## src/rtl/ro_coherency_manager.sv

```systemverilog
// Read-side coherency manager: polls the peer's remote pointer word over TRI.
// Optional macro RO_COHERENCY_INV_SHORTCUT_EN lets invalidations cut backoff short.
package dcp_pkg;
  typedef logic [39:0] paddr_t;
  typedef logic [4:0]  tri_req_type_t;
  typedef logic [3:0]  tri_resp_type_t;
  localparam tri_req_type_t  TRI_LOAD_RQ  = 5'b00000;
  localparam tri_resp_type_t TRI_LOAD_RET = 4'b0000;
  localparam tri_resp_type_t TRI_INV_RQ   = 4'b0011;
  localparam tri_resp_type_t TRI_ST_ACK   = 4'b0100;
endpackage

package fifo_ctrl_pkg;
  typedef logic [7:0] ptr_t;
endpackage

interface tri_if;
  import dcp_pkg::*;
  logic           req_valid;
  tri_req_type_t  req_type;
  logic [3:0]     req_amo_op;
  logic [2:0]     req_size;
  paddr_t         req_addr;
  logic [63:0]    req_data;
  logic           req_ack;
  logic           resp_val;
  tri_resp_type_t resp_type;
  logic [63:0]    resp_data;
  logic           resp_ack;

  modport master (
    output req_valid, req_type, req_amo_op,
    output req_size, req_addr, req_data,
    output resp_ack,
    input  req_ack, resp_val, resp_type,
    input  resp_data
  );
endinterface

module ro_coherency_manager
  import dcp_pkg::*;
#(
  parameter int PTR_W = $bits(fifo_ctrl_pkg::ptr_t)
) (
  input  logic             clk,
  input  logic             rst_n,
  input  logic             monitor_on,
  input  logic             clear,
  input  paddr_t           base_addr_r,
  input  logic [15:0]      backoff_value,
  tri_if.master            tri_l2,
  output logic [PTR_W-1:0] remote_ptr_r,
  output logic             remote_valid,
  output logic             element_fetched
);

  typedef enum logic [1:0] {
    S_IDLE, S_BACKOFF, S_REQ, S_RESP
  } state_t;

  state_t      state_q, state_d;
  logic [15:0] bo_q, bo_d;
  logic        inv_pending;
  logic        load_ret;
  logic        inv_seen;
  logic        is_new;
  logic [PTR_W-1:0] new_ptr;

  // Returns outside S_RESP belong to an abandoned load and are dropped.
  assign load_ret = tri_l2.resp_val
                 && (tri_l2.resp_type == TRI_LOAD_RET)
                 && (state_q == S_RESP);
  assign inv_seen = tri_l2.resp_val
                 && (tri_l2.resp_type == TRI_INV_RQ);
  assign new_ptr  = tri_l2.resp_data[PTR_W-1:0];
  assign is_new   = !remote_valid || (new_ptr != remote_ptr_r);

  assign tri_l2.req_valid  = (state_q == S_REQ);
  assign tri_l2.req_type   = TRI_LOAD_RQ;
  assign tri_l2.req_size   = 3'b011;
  assign tri_l2.req_addr   = base_addr_r;
  assign tri_l2.req_data   = '0;
  assign tri_l2.req_amo_op = '0;
  assign tri_l2.resp_ack   = 1'b1;

  always_comb begin
    state_d = state_q;
    bo_d    = bo_q;
    unique case (state_q)
      S_IDLE: begin
        if (monitor_on) begin
          state_d = S_BACKOFF;
          bo_d    = backoff_value;
        end
      end
      S_BACKOFF: begin
        if (!monitor_on)
          state_d = S_IDLE;
        else if ((bo_q == 16'd0) || inv_pending)
          state_d = S_REQ;
        else
          bo_d = bo_q - 16'd1;
      end
      S_REQ: begin
        if (tri_l2.req_ack) state_d = S_RESP;
      end
      S_RESP: begin
        if (load_ret) state_d = S_IDLE;
      end
      default: state_d = S_IDLE;
    endcase
  end

  always_ff @(posedge clk or negedge rst_n) begin
    if (!rst_n) begin
      state_q <= S_IDLE;
      bo_q    <= '0;
    end else begin
      state_q <= state_d;
      bo_q    <= bo_d;
    end
  end

  always_ff @(posedge clk or negedge rst_n) begin
    if (!rst_n) begin
      remote_ptr_r    <= '0;
      remote_valid    <= 1'b0;
      element_fetched <= 1'b0;
    end else if (clear) begin
      remote_ptr_r    <= '0;
      remote_valid    <= 1'b0;
      element_fetched <= 1'b0;
    end else begin
      element_fetched <= load_ret && is_new;
      if (load_ret && is_new) begin
        remote_ptr_r <= new_ptr;
        remote_valid <= 1'b1;
      end
    end
  end

`ifdef RO_COHERENCY_INV_SHORTCUT_EN
  // A fresh invalidation outranks the clear-on-entry so it still forces a poll.
  always_ff @(posedge clk or negedge rst_n) begin
    if (!rst_n)
      inv_pending <= 1'b0;
    else if (clear)
      inv_pending <= 1'b0;
    else if (inv_seen)
      inv_pending <= 1'b1;
    else if ((state_d == S_REQ) && (state_q != S_REQ))
      inv_pending <= 1'b0;
  end
`else
  assign inv_pending = 1'b0;
`endif

endmodule

```

## src/flat_wrapper.sv

```systemverilog
// flat-port wrapper written by rule: the top's interface ports become plain ports
module ro_coherency_manager_flat import dcp_pkg::*;
#(
  parameter int PTR_W = $bits(fifo_ctrl_pkg::ptr_t)
)
  (clk, rst_n, monitor_on, clear, base_addr_r, backoff_value, remote_ptr_r, remote_valid, element_fetched, tri_l2_req_valid, tri_l2_req_type, tri_l2_req_amo_op, tri_l2_req_size, tri_l2_req_addr, tri_l2_req_data, tri_l2_resp_ack, tri_l2_req_ack, tri_l2_resp_val, tri_l2_resp_type, tri_l2_resp_data);
  tri_if tri_l2_i ();
  input  logic clk;
  input  logic rst_n;
  input  logic monitor_on;
  input  logic clear;
  input  paddr_t base_addr_r;
  input  logic [15:0] backoff_value;
  output logic [PTR_W-1:0] remote_ptr_r;
  output logic remote_valid;
  output logic element_fetched;
  output wire logic [$bits(tri_l2_i.req_valid)-1:0] tri_l2_req_valid;
  output wire logic [$bits(tri_l2_i.req_type)-1:0] tri_l2_req_type;
  output wire logic [$bits(tri_l2_i.req_amo_op)-1:0] tri_l2_req_amo_op;
  output wire logic [$bits(tri_l2_i.req_size)-1:0] tri_l2_req_size;
  output wire logic [$bits(tri_l2_i.req_addr)-1:0] tri_l2_req_addr;
  output wire logic [$bits(tri_l2_i.req_data)-1:0] tri_l2_req_data;
  output wire logic [$bits(tri_l2_i.resp_ack)-1:0] tri_l2_resp_ack;
  input wire logic [$bits(tri_l2_i.req_ack)-1:0] tri_l2_req_ack;
  input wire logic [$bits(tri_l2_i.resp_val)-1:0] tri_l2_resp_val;
  input wire logic [$bits(tri_l2_i.resp_type)-1:0] tri_l2_resp_type;
  input wire logic [$bits(tri_l2_i.resp_data)-1:0] tri_l2_resp_data;
  assign tri_l2_req_valid = tri_l2_i.req_valid;
  assign tri_l2_req_type = tri_l2_i.req_type;
  assign tri_l2_req_amo_op = tri_l2_i.req_amo_op;
  assign tri_l2_req_size = tri_l2_i.req_size;
  assign tri_l2_req_addr = tri_l2_i.req_addr;
  assign tri_l2_req_data = tri_l2_i.req_data;
  assign tri_l2_resp_ack = tri_l2_i.resp_ack;
  assign tri_l2_i.req_ack = tri_l2_req_ack;
  assign tri_l2_i.resp_val = tri_l2_resp_val;
  assign tri_l2_i.resp_type = tri_l2_resp_type;
  assign tri_l2_i.resp_data = tri_l2_resp_data;
  ro_coherency_manager #(.PTR_W(PTR_W)) u_core (.clk(clk), .rst_n(rst_n), .monitor_on(monitor_on), .clear(clear), .base_addr_r(base_addr_r), .backoff_value(backoff_value), .tri_l2(tri_l2_i), .remote_ptr_r(remote_ptr_r), .remote_valid(remote_valid), .element_fetched(element_fetched));
endmodule
```

## config.mk

```make
export PLATFORM = sky130hd
export DESIGN_NAME = ro_coherency_manager_flat
export DESIGN_NICKNAME = d
export VERILOG_FILES = /design/src/rtl/ro_coherency_manager.sv /design/src/flat_wrapper.sv
export SDC_FILE = /design/constraint.sdc
export NUM_CORES = 1
export LEC_CHECK = 0
export ABC_AREA = 1
export BUFFER_PORTS_ARGS = -buffer_cell sky130_fd_sc_hd__buf_2
export CAP_MARGIN = 10
export CORE_AREA = 5 5 98 100
export DETAILED_ROUTE_END_ITERATION = 8
export DIE_AREA = 0 0 103 105
export GPL_TIMING_DRIVEN = 0
export PLACE_DENSITY = 0.76
export SYNTH_ARGS = -nofsm -noshare
export SYNTH_HDL_FRONTEND = slang
export SYNTH_SLANG_ARGS = --single-unit
```

## constraint.sdc

```tcl
create_clock -name clk -period 2.2 [get_ports clk]
set_clock_uncertainty 0.15 [all_clocks]
set_input_delay 0.22 -clock clk [delete_from_list [all_inputs] [get_ports clk]]
set_output_delay 0.22 -clock clk [all_outputs]
set_load 0.05 [all_outputs]
```

==> summary.md, run 1 <==
| Metric | Value |
|---|---|
| Worst Setup SP | u_core.bo_q[0] |
| I/O pins | 258 |
| Clock transition at the registers of the reported paths | 0.10 ns |
| # H-tree levels | 1 |
| Util after Layout | 0.434 |
| Hold Crit Start | backoff_value[13] |
| Post-CTS setup buffers | 0 |
| Sw frac | 0.526 |
| Die footprint | about 11000 µm² |
| CP top delay family | simple AND/OR/NAND/NOR gates |
| Crit start category | flip-flop |
| Post-route DRC | 0 |
| Clock latency on the worst-skew pair | 0.28 ns |
| Number of global-route vias before repair | around 2500 |
| Most common cell in the netlist | nand2_1 |
| Async S/R FF share, synth | 1.00 |
| Area leader, netlist | buf_4 |
| Via/cell ratio | approximately 4 |
| Nature of the critical path endpoint | flip-flop |
| Die Y | 105 µm |
| DR vias | 2698 |
| Comb pwr share | 0.610 |
| Clk sink count | 28 |
| Most used cell, CP | nand3_2 |
| Critical Path RT | 2.23 ns |
| Nets | 715 |
| Synthesized area | 2820 µm² |
| Setup TNS | 0 ns |
| Synth Instances | 418 |
| R2r endpoint | u_core.bo_q[2] |
| Sequential cell area fraction in the yosys report | 0.249 |
| Power density cells | 803 nW/µm² |
| Buffers on Ports | 84 |
| GR Overflow Total | 0 |
| Main synth FF type | dfrtp_1 |
| Synth cell count leaders | nand2_1 (125), buf_4 (119), nor2_1 (34) |
| Avg Cell Area, Syn | 6.74 µm² |
| GR met2 Demand/Resource | 0.240 |
| Critical Path Fanout Max | 10 |
| Ys Warns | 0 |
| Pint | 1.42 mW |
| Final Hold Fails | 0 |
| FMAX | 0.530 GHz |
| Initial Util | 0.328 |
| Placed Instances | 685 |
| DP Wirelength | 5890 µm |
| Net load switching power | 1.58 mW |
| Hold WC Path Type | in -> reg |
| CP bufs+invs | 3 |
| Global-route wire length before repair | 11100 µm |
| Routed WL per cell | roughly 10 µm |
| Post-CTS sizing | 0 |
| Hold WS | about 0.068 ns |
| CTS max path bufs | 2 |
| Layer with the highest usage | met2 |
| Relative slew margins | 0.563 |
| Number of fill cells | 887 |
| Layout Cells excl Fill | ~700 |
| CTS tree | yes |
| GR Util met1 | 0.129 |
| Cell Chain, Critical Path | inv_1 -> ha_1 -> nand3_2 -> nor2_1 -> nand3_1 -> nand3_2 -> inv_2 -> buf_6 -> nand2_1 -> o21ai_2 |
| Post-layout min period | 1.89 ns |
| Total GRT Usage | 0.121 |
| Area growth syn-to-layout | 32.4% |
| Core area | 8590 µm² |
| Initial antenna violation count | 0 |
| Worst-margin pin slew | 0.655 ns |
| Pre-CTS WS | 0.349 ns |
| Pre-antenna DRT Iters | 4 |
| Final setup margin | 0.315 ns |
| Max stage delay on crit path | 0.42 ns |
| WHS Path Cells | 5 |
| Leak | about 2.3 nW |
| Antenna cell count | 0 |
| Layout cells sized above 1 | 0.393 |
| Synth area leaders | buf_4 (32%), dfrtp_1 (25%), nand2_1 (17%), nand3_1 (4.6%), nor2_1 (4.5%) |
| Setup CP Type | reg -> reg |
| Slowest stage cell, crit path | dfrtp_1 |
| Distinct cells, synth | 24 |
| RSZ-0062 raised after global routing | false |
| CTS root buf | clkbuf_8 |
| Cell Rows | 34 |
| Wirelength, routed | around 6900 µm |
| Gpl congestion | between 0.8 and 0.9 |
| FF-to-FF path depth | 10 |
| Max VDD drop | about 0.00038 V |
| Status | finished clean |
| Largest net degree at the start of global routing | 29 |
| Top cell type's share of synthesized area | 0.317 |
| Reg-to-reg setup timing slack | 0.31 ns |
| Max-cap violations | 0 |
| Hold path endpoint | u_core.bo_q[13] |
| Die W | approximately 100 µm |
| Reg-to-reg startpoint | u_core.bo_q[0] |
| CP arrival | between 1.5 and 2 ns |
| Setup-failing EPs final | 0 |
| DR iter-0 viols | 87 |
| Final ANT Viol Nets | 0 |
| Final period utilization | 0.857 |
| Clk pwr share | 0.109 |
| Slew Viols, Final | 0 |
| M3 GR Usage | 0.0253 |
| Flop pwr share | 0.281 |
| Synth Register Bits | 28 |
| Total CTS buffers | 3 |
| Number of synthesized flops with an enable pin | 0 |
## worst max-delay path by stage
stage | slack [ns] | endpoint | cells after the start
after floorplan | 0.54 | u_core.bo_q[4] | 10
after global placement | 0.37 | u_core.bo_q[5] | 10
after detailed placement | 0.35 | u_core.bo_q[2] | 10
after CTS | 0.33 | u_core.bo_q[2] | 10
after global routing | 0.18 | u_core.bo_q[5] | 10
final | 0.31 | u_core.bo_q[2] | 10
## registers in the layout, summed over array words and instances, names as in the netlist, named ones only
| name | cells |
|---|---|
| u_core.bo_q | 16 |
| u_core.remote_ptr_r | 8 |
| u_core.element_fetched | 1 |
| u_core.remote_valid | 1 |
| u_core.state_q | 1 |
## cell families (layout without fill, tap and decap cells)
family	Yosys count	count (layout)	share of synthesized area
simple gates	200	200	0.303
compound gates	23	23	0.0511
flops	28	28	0.249
other cells	2	77	0.00267
buf+inv	160	250	0.378
xor+xnor	4	4	0.0124
fa+ha+maj	1	1	0.00444
## layout by cell type, fill, tap and decap left out, types with 6 or more instances in the layout
cell,instances
nand3_1,26
buf_2,85
nand2_1,125
dfrtp_1,28
inv_1,31
inv_2,6
o21ai_2,7
conb_1,77
nor2_1,34
nand4_1,8
buf_4,119
o21ai_0,10
## repair_timing
action                                  CTS  global route
endpoints found under the setup margin    0             0
hold endpoints to repair                 30             0
hold buffers                              2             0
## per-layer routing
| metal | share of wire | vias up |
|---|---|---|
| li1 | - | 1420 |
| met1 | 0.34 | 1134 |
| met2 | 0.54 | 140 |
| met3 | 0.11 | 4 |
| met4 | 0.0053 | 0 |
| met5 | 0 | - |
## final cells by class
cell class | instances | area [µm²] | share of cell area
multi-input cells | 305 | 1330 | 0.358
plain buffers | 123 | 925 | 0.248
flip-flops and latches | 28 | 701 | 0.188
repair buffers | 86 | 440 | 0.118
inverters | 37 | 139 | 0.0372
well taps | 108 | 135 | 0.0362
clock buffers | 4 | 55.1 | 0.0148
## metrics by stage
| step | instance area [µm²] | total power [mW] |
|---|---|---|
| 6_report | 3730 | 2.99 |
| 5_1_grt | 3730 | 3.27 |
| 4_1_cts | 3730 | 3.01 |
| 3_5_place_dp | 3650 | 2.67 |
| 3_3_place_gp | 3650 | 2.62 |
| 2_1_floorplan | 3100 | 2.35 |
## power groups by stage
stage,registers (mW),logic (mW),clock network (mW)
4_1_cts,0.840,1.83,0.338
6_report,0.840,1.83,0.326
2_1_floorplan,0.816,1.54,0
3_5_place_dp,0.845,1.82,0
5_1_grt,0.865,2.04,0.358
3_3_place_gp,0.839,1.78,0
## worst register-to-register path, stage by stage (launching register included)
cell	delay [ns]
dfrtp_1	0.42
inv_1	0.12
ha_1	0.22
nand3_2	0.15
nor2_1	0.18
nand3_1	0.11
nand3_2	0.09
inv_2	0.07
buf_6	0.15
nand2_1	0.08
o21ai_2	0.05
(Power assumes the default switching activity.)
==> run 2: changes to the inputs <==
- CORE_AREA: 5 5 98 100 -> 2 2 100 102
- DIE_AREA: 0 0 103 105 -> 0 0 102 104
- PLACE_DENSITY: 0.76 -> 0.69
==> run 2 against run 1 <==
Against the previous run: wire length down 1.9%; sequential power is essentially flat; combinational power about the same; die area fell by 1.9%; first-iteration DRC count decreased by 4.6%; largest power group unchanged; via count up 0.22%; flip-flop and latch count is the same; final area is 0.84% higher; register-to-register slack about the same; critical path type unchanged.
==> summary.md, run 2 (synthesis gave the netlist of run 1 again) <==
| Metric | Value |
|---|---|
| Top Registers | u_core.bo_q x16, u_core.remote_ptr_r x8 |
| Antenna cell count | 0 |
| Worst-margin pin slew | 0.686 ns |
| Final setup margin | 0.304 ns |
| Total CTS buffers | 3 |
| Setup-failing EPs final | 0 |
| Hold WS | 0.0652 ns |
| Clock transition at the registers of the reported paths | 0.10 ns |
| Post-CTS sizing | 0 |
| FF-to-FF path depth | 10 |
| Die Y | 104 µm |
| Clk sink count | 28 |
| Relative slew margins | 0.542 |
| Reg-to-reg setup timing slack | 0.30 ns |
| Initial Util | 0.295 |
| Nature of the critical path endpoint | flip-flop |
| Final Hold Fails | 0 |
| Pre-antenna DRT Iters | 4 |
| Die footprint | roughly 11000 µm² |
| Final ANT Viol Nets | 0 |
| R2r endpoint | u_core.bo_q[4] |
| I/O pins | about 260 |
| Buffers on Ports | 84 |
| Critical Path RT | 2.22 ns |
| CTS max path bufs | 2 |
| # H-tree levels | 1 |
| Number of fill cells | 1005 |
| DR iter-0 viols | 83 |
| Util after Layout | 0.394 |
| Post-layout min period | between 1.5 and 2 ns |
| Largest net degree at the start of global routing | 29 |
| Hold Crit Start | tri_l2_resp_data[6] |
| Reg-to-reg startpoint | u_core.bo_q[0] |
| Initial antenna violation count | 1 |
| Most common cell after layout, fill and taps aside | nand2_1 |
| Number of global-route vias before repair | 2444 |
| GR Overflow Total | 0 |
| FMAX | between 0.5 and 0.6 GHz |
| Slew Viols, Final | 0 |
| Cell Rows | 36 |
| Area after DPL | 3680 µm² |
| Final period utilization | 0.862 |
| Hold WC Path Type | in -> reg |
| Hold path endpoint | u_core.remote_ptr_r[6] |
| Most frequent cells in the layout | nand2_1 (125), buf_4 (119), buf_2 (85) |
| Die W | 102 µm |
| Total power | 3.01 mW |
| Pre-CTS WS | 0.335 ns |
| WHS Path Cells | 3 |
| Hold_buf cts | 2 |
| CTS tree | yes |
| Placed Instances | 710 |
| Area growth syn-to-layout | 33.5% |
| Post-route DRC | 0 |
| Total GRT Usage | 0.121 |
| Critical Path Fanout Max | 10 |
| Setup TNS | 0 ns |
| Layout cells sized above 1 | 0.393 |
| DR vias | ~2700 |
| Post-CTS setup buffers | 0 |
| Largest Register | u_core.bo_q |
| Routed WL per cell | 9.51 µm |
| Leak | between 2 and 2.5 nW |
| Gpl congestion | 0.841 |
| Final cell area excluding filler cells | 3760 µm² |
| Global-route wire length before repair | 10700 µm |
| DP Wirelength | 5660 µm |
| Status | finished clean |
| Max-cap violations | 0 |
| Crit start category | flip-flop |
| CTS root buf | clkbuf_8 |
| CP arrival | 1.92 ns |
| Max VDD drop | 0.000447 V |
| Setup CP Type | reg -> reg |
| Nets | 715 |
| Clock latency on the worst-skew pair | 0.27 ns |
| Layout Cells excl Fill | around 700 |
| RSZ-0062 raised after global routing | false |
| Max reg flops | 16 |
| Via/cell ratio | 3.78 |
| Core area | 9550 µm² |
| Power density cells | 799 nW/µm² |
| Wirelength, routed | just under 7000 µm |
run 2: where the power goes:
group / total [mW] / switching, mW / internal (mW)
logic: 1.84 / 1.25 / 0.585
clock network: 0.331 / 0.170 / 0.160
registers: 0.837 / 0.165 / 0.672
run 2: routing by layer:
| layer | vias up | wire length (µm) | part of all wire | global-route usage |
|---|---|---|---|---|
| met5 | - | 13 | 0.0019 | 0 |
| met3 | 8 | 580 | 0.085 | 0.0222 |
| met1 | 1148 | 2580 | 0.38 | 0.124 |
| met2 | 117 | 3570 | 0.52 | 0.247 |
| met4 | 2 | 65 | 0.0095 | 0.0210 |
| li1 | 1429 | - | - | - |
run 2: final cells by class:
cell class              count  area (µm²)  share of cell area
multi-input cells         305        1330               0.355
flip-flops and latches     28         701               0.186
clock buffers               4        55.1              0.0146
inverters                  37         139              0.0369
well taps                 133         166              0.0443
repair buffers             86         440               0.117
plain buffers             123         925               0.246
run 2: worst max-delay path by stage:
stage	startpoint	to	slack, ns	cells after the start
after detailed placement	u_core.bo_q[0]	u_core.bo_q[4]	0.33	10
final	u_core.bo_q[0]	u_core.bo_q[4]	0.30	10
after CTS	u_core.bo_q[0]	u_core.bo_q[5]	0.32	10
after global routing	u_core.bo_q[0]	u_core.bo_q[8]	0.20	10
after floorplan	u_core.bo_q[0]	u_core.bo_q[4]	0.54	10
after global placement	u_core.bo_q[0]	u_core.bo_q[2]	0.37	10
run 2: critical path: stages (launching register included):
cell     delay (ns)
dfrtp_1        0.41
inv_1          0.13
ha_1           0.23
nand3_2        0.15
nor2_1         0.18
nand3_1        0.11
nand3_2        0.10
inv_2          0.07
buf_6          0.15
nand2_1        0.08
o21ai_2        0.05
